File: config.mk
export PLATFORM = sky130hd
export DESIGN_NAME = inst_fetch_q
export DESIGN_NICKNAME = d
export VERILOG_FILES = /design/src/rtl/inst_fetch_q.sv
export SDC_FILE = /design/constraint.sdc
export NUM_CORES = 1
export LEC_CHECK = 0
export BUFFER_PORTS_ARGS = -buffer_cell sky130_fd_sc_hd__buf_2
export CAP_MARGIN = 20
export CORE_ASPECT_RATIO = 2
export CORE_MARGIN = 3
export CORE_UTILIZATION = 37
export DETAILED_ROUTE_END_ITERATION = 12
export MAX_ROUTING_LAYER = met4
export PLACE_DENSITY = 0.54
export SETUP_SLACK_MARGIN = 0.1
export SYNTH_ARGS = -nofsm -noshare
export SYNTH_HDL_FRONTEND = slang
export SYNTH_SLANG_ARGS = --single-unit
File: constraint.sdc
create_clock -name clk -period 18 [get_ports clk]
set_input_delay 2.7 -clock clk [delete_from_list [all_inputs] [get_ports clk]]
set_output_delay 2.7 -clock clk [all_outputs]
set_load 0.005 [all_outputs]
File: src/rtl/inst_fetch_q.sv
// inst_fetch_q: single-outstanding instruction fetcher feeding a DEPTH-entry {pc,inst} queue.
// A redirect flushes the queue, and any in-flight response is marked for discard.
module inst_fetch_q #(
  parameter logic [31:0] RESET_PC = 32'h00000000,
  parameter int          DEPTH    = 4
) (
  input  logic        clk,
  input  logic        rst,
  input  logic        redirect_valid,
  input  logic [31:0] redirect_pc,
  output logic        imem_req,
  output logic [31:0] imem_addr,
  input  logic        imem_ack,
  input  logic [31:0] imem_rdata,
  output logic        out_valid,
  input  logic        out_ready,
  output logic [31:0] out_pc,
  output logic [31:0] out_inst
);
  localparam int AW = $clog2(DEPTH);
  localparam logic [AW:0] FULL = (AW+1)'(DEPTH);

  typedef enum logic [1:0] {IDLE, WAIT, DROP} state_t;

  state_t      state, state_nx;
  logic [31:0] fpc, fpc_nx, req_addr, req_addr_nx;
  logic [31:0] pc_q [DEPTH];
  logic [31:0] inst_q [DEPTH];
  logic [AW-1:0] wptr, rptr;
  logic [AW:0] count;
  logic        push, pop;

  always_ff @(posedge clk or posedge rst)
    if (rst) state <= IDLE;
    else     state <= state_nx;

  always_comb begin
    state_nx    = state;
    fpc_nx      = fpc;
    req_addr_nx = req_addr;
    push        = 1'b0;
    case (state)
      IDLE: if (!redirect_valid && count < FULL) begin
        state_nx    = WAIT;
        req_addr_nx = fpc;
      end
      WAIT: if (imem_ack) begin
        state_nx = IDLE;
        push     = !redirect_valid;
        fpc_nx   = req_addr + 32'd4;
      end else if (redirect_valid) state_nx = DROP;
      DROP: if (imem_ack) state_nx = IDLE;
      default: state_nx = IDLE;
    endcase
    // redirect outranks the sequential increment
    if (redirect_valid) fpc_nx = {redirect_pc[31:2], 2'b00};
  end

  assign pop       = out_valid && out_ready && !redirect_valid;
  assign imem_req  = state != IDLE;
  assign imem_addr = req_addr;
  assign out_valid = count != '0;
  assign out_pc    = pc_q[rptr];
  assign out_inst  = inst_q[rptr];

  always_ff @(posedge clk or posedge rst)
    if (rst) begin
      fpc      <= RESET_PC;
      req_addr <= RESET_PC;
      wptr     <= '0;
      rptr     <= '0;
      count    <= '0;
      for (int i = 0; i < DEPTH; i++) begin
        pc_q[i]   <= '0;
        inst_q[i] <= '0;
      end
    end else begin
      fpc      <= fpc_nx;
      req_addr <= req_addr_nx;
      if (redirect_valid) begin
        wptr  <= '0;
        rptr  <= '0;
        count <= '0;
      end else begin
        if (push) begin
          pc_q[wptr]   <= req_addr;
          inst_q[wptr] <= imem_rdata;
          wptr         <= wptr + AW'(1);
        end
        if (pop) rptr <= rptr + AW'(1);
        count <= push && !pop ? count + (AW+1)'(1) :
                 !push && pop ? count - (AW+1)'(1) : count;
      end
    end
endmodule
==> flow_summary.rst, run 1 <==
.. list-table::
   :header-rows: 1

   * - Metric
     - Value
   * - Outcome
     - finished, final reports clean
   * - Area enclosed by the die boundary
     - 42600 sq um
   * - Crit end category
     - output pin
   * - Post-synthesis average cell area
     - 14.5 sq um
   * - Number of buffers inserted by hold repair at cts
     - 0
   * - Synth top cells by count
     - dfrtp_1 (329), mux2_2 (261), mux4_2 (64), nand2_1 (64), buf_2 (52)
   * - Internal power
     - 1.73 mW
   * - Fillers
     - 3703
   * - Worst-case clock skew
     - roughly 0.021 ns
   * - Post-layout worst setup margin
     - 12.31 ns
   * - Max Fclk
     - about 180 MHz
   * - Most used flip-flop cell after synthesis
     - dfrtp_1
   * - Post-synth net total
     - 1093
   * - Count of input and output buffers
     - 164
   * - Final hold violation count
     - 0
   * - Clock network fraction of total power
     - 0.275
   * - Remaining routing DRC violations
     - 0
   * - CTS sink cnt
     - 329
   * - Clock input transition at the sequential cells of the worst setup and hold paths
     - 0.06 ns
   * - Wirelength, routed
     - between 30000 and 40000 um
   * - Die outline height
     - between 200 and 300 um
   * - Antenna-violating nets left
     - 0
   * - Switching part of the total power
     - 0.305
   * - Die width
     - ~150 um
   * - Number of max-capacitance violations reported
     - 0
   * - Minimum setup slack after placement
     - 12.36 ns
   * - Power Total
     - 2.50 mW
   * - TritonCTS clock tree
     - yes
   * - Cell area after synthesis
     - 14800 sq um
   * - P_sw
     - 762 uW
   * - Global route total overflow
     - 0
   * - Share of flip-flops with an asynchronous set or reset
     - 1.00
   * - CP Data Arrival Time
     - 2.99 ns
   * - Core area
     - 39600 sq um
   * - Via count normalized by instance count
     - 5.21
   * - Number of flip-flops and latches in the synthesized netlist
     - 329
   * - Routed wirelength normalized by instance count
     - 20.9 um
   * - Tightest slew margin relative to the limit
     - 0.345
   * - Pins over their slew limit
     - 0
   * - Starting density of the core
     - 0.374
   * - Setup repair after global routing missed its margin
     - no
   * - Vias in the first global route
     - 9573
   * - Insertion delay to the later sink of the worst-skew pair
     - 0.52 ns
   * - HPWL after DPL
     - 22100 um
   * - Placement row count
     - 103
   * - Number of enable flip-flop cells after synthesis
     - 0
   * - Main area contributors after synthesis
     - dfrtp_1 (56%), mux2_2 (20%), mux4_2 (9.7%)
   * - Dominant cell by count in the synthesized netlist
     - dfrtp_1
   * - TritonCTS buffer count
     - 34
   * - Resized Gates After CTS
     - 0
   * - Distinct cells, synth
     - 51
   * - Combinational Power Share
     - 0.272
   * - Count of boundary I/O pins
     - 167
   * - Placed instance count
     - 1637
   * - DR iter-0 viols
     - 311
   * - Maximum clock path buffer count
     - 3
   * - Layout cells sized above 1
     - 0.488
   * - Proportion of synthesized chip area in sequential cells
     - 0.556
   * - Register share of total power
     - 0.453
   * - Via Count
     - roughly 9000
   * - Setup TNS
     - 0 ns
   * - WHS
     - 0.476 ns
   * - Worst Path Max Fanout
     - 36
   * - Global-route wire length before repair
     - 56200 um
   * - Gp weighted congestion
     - around 0.74
   * - First drt pass iteration count
     - 4
   * - Top cell type by total area after synthesis
     - dfrtp_1
   * - Fraction of the cycle the final worst path needs
     - 0.316
   * - LEAKAGE
     - about 8 nW
   * - Maximum number of pins on one net before global-route repair
     - between 100 and 150
   * - Number of standard cells in the final layout excluding fillers
     - 1697
   * - Worst EP required
     - 15.30 ns
   * - GRT Overall Usage
     - 0.174
   * - Area growth syn-to-layout
     - 15.5%
   * - Class of the most critical setup path
     - flop to output pin
   * - Yosys warning count
     - 0
   * - Largest vdd supply drop
     - approximately 0.095 mV
   * - Period minus WS final
     - 5.69 ns
   * - Number of setup violations in the final report
     - 0
   * - Top cell type's share of synthesized area
     - 0.556
   * - Buffer cell driving the clock tree root
     - clkbuf_16
   * - Antenna violations before repair
     - 1
   * - Class of the tightest hold or removal check
     - flop to flop
   * - Startpoint types
     - flop
   * - Max H-tree Level
     - 2
   * - Total setup buffers inserted after CTS
     - 0
   * - Total power divided by cell area
     - 146 nW/um^2
   * - Gate count of the mapped netlist
     - roughly 1000
   * - Slew @ Worst Pin
     - just under 1 ns
   * - # nets final
     - 1224
logic make-up (layout without fill, tap and decap cells):
group	count (synthesis)	count (layout)	synth area share
buffers and inverters	91	244	0.0302
xor gates and xnor gates	32	32	0.0189
DFF	329	329	0.556
AOI/OAI and AO/OA	70	70	0.0281
other	0	1	0
and+or+nand+nor	149	149	0.0534
adders and majority gates	6	6	0.00558
muxes	341	341	0.308
sequential cells by signal (all words and copies together), names as in the netlist:
signal,cells
count,3
fpc,32
imem_addr,32
inst_q,128
pc_q,128
rptr,2
state,2
wptr,2
layer usage:
| layer | global-route usage | wire length [um] | vias up |
|---|---|---|---|
| met1 | 0.193 | 13400 | 4681 |
| li1 | - | - | 3950 |
| met3 | 0.0261 | 1260 | 42 |
| met5 | - | 0 | - |
| met2 | 0.323 | 20100 | 171 |
| met4 | 0.0502 | 752 | 0 |
layout make-up:
type	count	area [sq um]	area share
diodes	1	2.50	0.000146
well taps	525	657	0.0384
inverters	9	41.3	0.00241
repair buffers	177	938	0.0549
clock buffers	50	1020	0.0599
flip-flops and latches	329	8240	0.482
clock inverters	8	46.3	0.00271
multi-input cells	598	6150	0.360
metrics by stage:
stage                      util  cell area (sq um)
after floorplan               -              14800
after global placement    0.405              16000
after detailed placement  0.405              16000
after CTS                 0.432              17100
after global routing      0.432              17100
final                     0.432              17100
worst paths after layout:
path | depth (start not counted) | slack [ns] | end | start
max | 3 | 12.31 | out_pc[8] | rptr[0]
min | 2 | 0.48 | pc_q[7] | pc_q[7]
max reg2reg | 8 | 14.71 | count[2] | state[0]
min reg2reg | 2 | 0.48 | pc_q[7] | pc_q[7]
max in group asynchronous | 3 | 14.11 | inst_q[63] | rst
min in group asynchronous | 2 | 2.40 | inst_q[91] | rst
placed cells by master (no fill, tap or decap), types with 3 or more instances in the layout:
cell       count
ha_1           5
inv_1          8
and4_1         3
nor4_4         3
xnor2_1       19
clkbuf_1       8
a21oi_1       18
o21ai_0       29
nor3_1         3
o21ai_1        3
xor2_1        13
nor2_1        30
mux4_2        64
a22oi_1        3
nand2_4        4
o221ai_1       8
clkbuf_16     37
clkbuf_8       5
buf_2        164
clkinv_2       7
nand4_1        9
o31ai_1        3
nand3_1       10
and3_1         5
nand2_1       60
buf_4         12
mux2_1        12
mux2_2       261
mux2i_1        4
or3_1          3
dfrtp_1      327
worst max-delay path, cell delays in order, from the launching register on:
cell	delay, ns
dfrtp_4	0.93
buf_4	0.65
mux4_2	0.68
buf_2	0.17
power by group through the flow:
stage          clock (mW)  sequential (mW)  combinational [mW]
6_report            0.686             1.13               0.679
3_3_place_gp            0             1.14               0.686
2_1_floorplan           0             1.03               0.521
4_1_cts             0.717             1.13               0.700
3_5_place_dp            0             1.15               0.697
5_1_grt             0.743             1.16               0.749
(Power assumes the default switching activity.)
==> run 2, diff against run 1 <==
--- a/config.mk
+++ b/config.mk
@@ -12,7 +12,7 @@
 export CORE_UTILIZATION = 37
 export DETAILED_ROUTE_END_ITERATION = 12
 export MAX_ROUTING_LAYER = met4
-export PLACE_DENSITY = 0.54
+export PLACE_DENSITY = 0.56
 export SETUP_SLACK_MARGIN = 0.1
 export SYNTH_ARGS = -nofsm -noshare
 export SYNTH_HDL_FRONTEND = slang
==> constraint.sdc (replaced) <==
create_clock -name clk -period 4.8 [get_ports clk]
set_input_delay 0.72 -clock clk [delete_from_list [all_inputs] [get_ports clk]]
set_output_delay 0.72 -clock clk [all_outputs]
set_load 0.005 [all_outputs]
==> run 2 against run 1 <==
Clock-buffer cell count decreased by 14. Critical path type unchanged. Sequential power increased to 3.8 times the previous value. Non-clock buffer count increased by 5.
==> flow_summary.rst, run 2 (synthesis gave the netlist of run 1 again) <==
.. list-table::
   :header-rows: 1

   * - Metric
     - Value
   * - Worst setup startpoint
     - rptr[0]
   * - Count of input and output buffers
     - 164 (unchanged)
   * - HPWL after DPL
     - 22200 um (+0.12%)
   * - LEAKAGE
     - 8.08 nW (+0.21%)
   * - Largest vdd supply drop
     - 0.318 mV (+230%)
   * - TritonCTS buffer count
     - 31 (-8.8%)
   * - # nets final
     - 1226 (+0.16%)
   * - Outcome
     - finished, final reports clean
   * - Gp weighted congestion
     - 0.743 (+0.13%)
   * - Buffer cell driving the clock tree root
     - clkbuf_16
   * - Most common library cell in the layout ignoring fill and taps
     - dfrtp_1
   * - Die width
     - 147 um (unchanged)
   * - Global route total overflow
     - 0 (unchanged)
   * - Worst EP required
     - 4.08 ns (-11.22 ns)
   * - Maximum number of pins on one net before global-route repair
     - 157 (+18%)
   * - Area growth syn-to-layout
     - 16.1%
   * - Class of the most critical setup path
     - flop to output pin
   * - Startpoint types
     - flop
   * - Placement row count
     - 103 (unchanged)
   * - Area enclosed by the die boundary
     - 42600 sq um (unchanged)
   * - Crit end category
     - output pin
   * - Layout cells sized above 1
     - 0.495 (+0.00727)
   * - Routed wirelength normalized by instance count
     - 20.4 um (-2.3%)
   * - Total setup buffers inserted after CTS
     - 0 (unchanged)
   * - Clock input transition at the sequential cells of the worst setup and hold paths
     - 0.07 ns (about the same)
   * - Pins over their slew limit
     - 0 (unchanged)
   * - Maximum clock path buffer count
     - 3 (unchanged)
   * - Setup TNS
     - 0 ns (unchanged)
   * - CTS sink cnt
     - 329 (unchanged)
   * - Core area
     - 39600 sq um (unchanged)
   * - DR iter-0 viols
     - 299 (-3.9%)
   * - Worst-case clock skew
     - 0.00653 ns (-0.0140 ns)
   * - Global-route wire length before repair
     - 55400 um (-1.4%)
   * - Starting density of the core
     - 0.374 (unchanged)
   * - Period minus WS final
     - 3.35 ns
   * - TritonCTS clock tree
     - yes
   * - Number of buffers inserted by hold repair at cts
     - 0 (unchanged)
   * - Resized Gates After CTS
     - 0 (unchanged)
   * - Setup repair after global routing missed its margin
     - no
   * - Via Count
     - 8778 (-0.75%)
   * - Largest registers
     - inst_q (128), pc_q (128)
   * - Number of standard cells in the final layout excluding fillers
     - 1700 (+0.18%)
   * - Number of max-capacitance violations reported
     - 0 (unchanged)
   * - Remaining routing DRC violations
     - 0 (unchanged)
   * - Max H-tree Level
     - 1 (-1)
   * - Vias in the first global route
     - 9395 (-1.9%)
   * - Antenna violations before repair
     - 1 (unchanged)
   * - Class of the tightest hold or removal check
     - input port to async pin
   * - Register-to-register setup slack
     - 1.91 ns (-12.80 ns)
   * - Fraction of the cycle the final worst path needs
     - 0.699
   * - Leading cell types in the layout, fill and taps excluded
     - dfrtp_1 (327), mux2_2 (261), buf_2 (164)
   * - Number of setup violations in the final report
     - 0 (unchanged)
   * - Die outline height
     - 289 um (unchanged)
   * - Worst reg2reg path endpoint
     - inst_q[74]
   * - Capture point of the worst path
     - out_pc[10]
   * - Max Fclk
     - about 300 MHz
   * - Worst Path Max Fanout
     - 43 (+19%)
   * - Total power divided by cell area
     - 548 nW/um^2 (+280%)
   * - GRT Overall Usage
     - 0.169 (-0.00506)
   * - First drt pass iteration count
     - 4 (unchanged)
   * - Via count normalized by instance count
     - 5.16 (-0.92%)
   * - Tightest slew margin relative to the limit
     - 0.351 (+0.00614)
   * - Antenna-violating nets left
     - 0 (unchanged)
   * - R2r startpoint
     - state[1]
   * - Insertion delay to the later sink of the worst-skew pair
     - 0.56 ns (+0.04 ns)
   * - CP Data Arrival Time
     - 2.63 ns (-0.36 ns)
   * - Final hold violation count
     - 0 (unchanged)
   * - Placed instance count
     - 1643 (+0.37%)
   * - Wirelength, routed
     - 34700 um (-2.2%)
   * - Fillers
     - 3683 (-0.54%)
   * - Depth of the most critical reg-to-reg path
     - 6 (-2)
   * - Count of boundary I/O pins
     - 167 (unchanged)
   * - Slew @ Worst Pin
     - 0.974 ns (-0.00921 ns)
==> run 2: critical path, cell delays in order (launching register included) <==
cell	delay (ns)
dfrtp_4	1.06
buf_12	0.30
mux4_2	0.53
buf_2	0.16
==> run 2: routing by layer <==
layer	up-vias	track usage	part of all wire
met5	-	-	0
met4	0	0.0436	0.017
met3	33	0.0214	0.034
met2	157	0.299	0.54
met1	4645	0.206	0.41
li1	3943	-	-
==> run 2: cell type report <==
class | instances | area, sq um | area share
diodes | 1 | 2.50 | 0.000146
clock buffers | 36 | 835 | 0.0486
clock inverters | 20 | 269 | 0.0157
inverters | 9 | 37.5 | 0.00218
multi-input cells | 598 | 6150 | 0.358
flip-flops and latches | 329 | 8240 | 0.479
well taps | 525 | 657 | 0.0382
repair buffers | 182 | 993 | 0.0578
==> run 2: worst min-delay path by stage <==
stage / startpoint / endpoint / slack [ns] / depth (start not counted)
3_3_place_gp: pc_q[103] / pc_q[103] / 0.46 / 2
4_1_cts: redirect_pc[13] / fpc[13] / 0.33 / 3
2_1_floorplan: pc_q[39] / pc_q[39] / 0.44 / 2
6_report: rst / inst_q[126] / 0.35 / 3
5_1_grt: redirect_pc[26] / fpc[26] / 0.34 / 3
3_5_place_dp: fpc[14] / imem_addr[14] / 0.47 / 2
==> run 2: metrics by stage <==
stage / utilization / hold slack (ns) / setup WS, ns / cell area (sq um) / total power, mW
2_1_floorplan: - / 0.445 / -0.313 / 14800 / 5.82
3_3_place_gp: 0.407 / 0.457 / 1.56 / 16100 / 6.83
6_report: 0.434 / 0.348 / 1.45 / 17200 / 9.42
4_1_cts: 0.434 / 0.325 / 1.30 / 17200 / 9.63
3_5_place_dp: 0.407 / 0.468 / 1.55 / 16100 / 6.91
5_1_grt: 0.434 / 0.342 / 1.25 / 17200 / 10.0
==> run 2: power by group <==
part | internal, mW | total [mW] | switching [mW]
Clock | 1.57 | 2.66 | 1.09
Sequential | 3.50 | 4.26 | 0.759
Combinational | 1.52 | 2.51 | 0.985
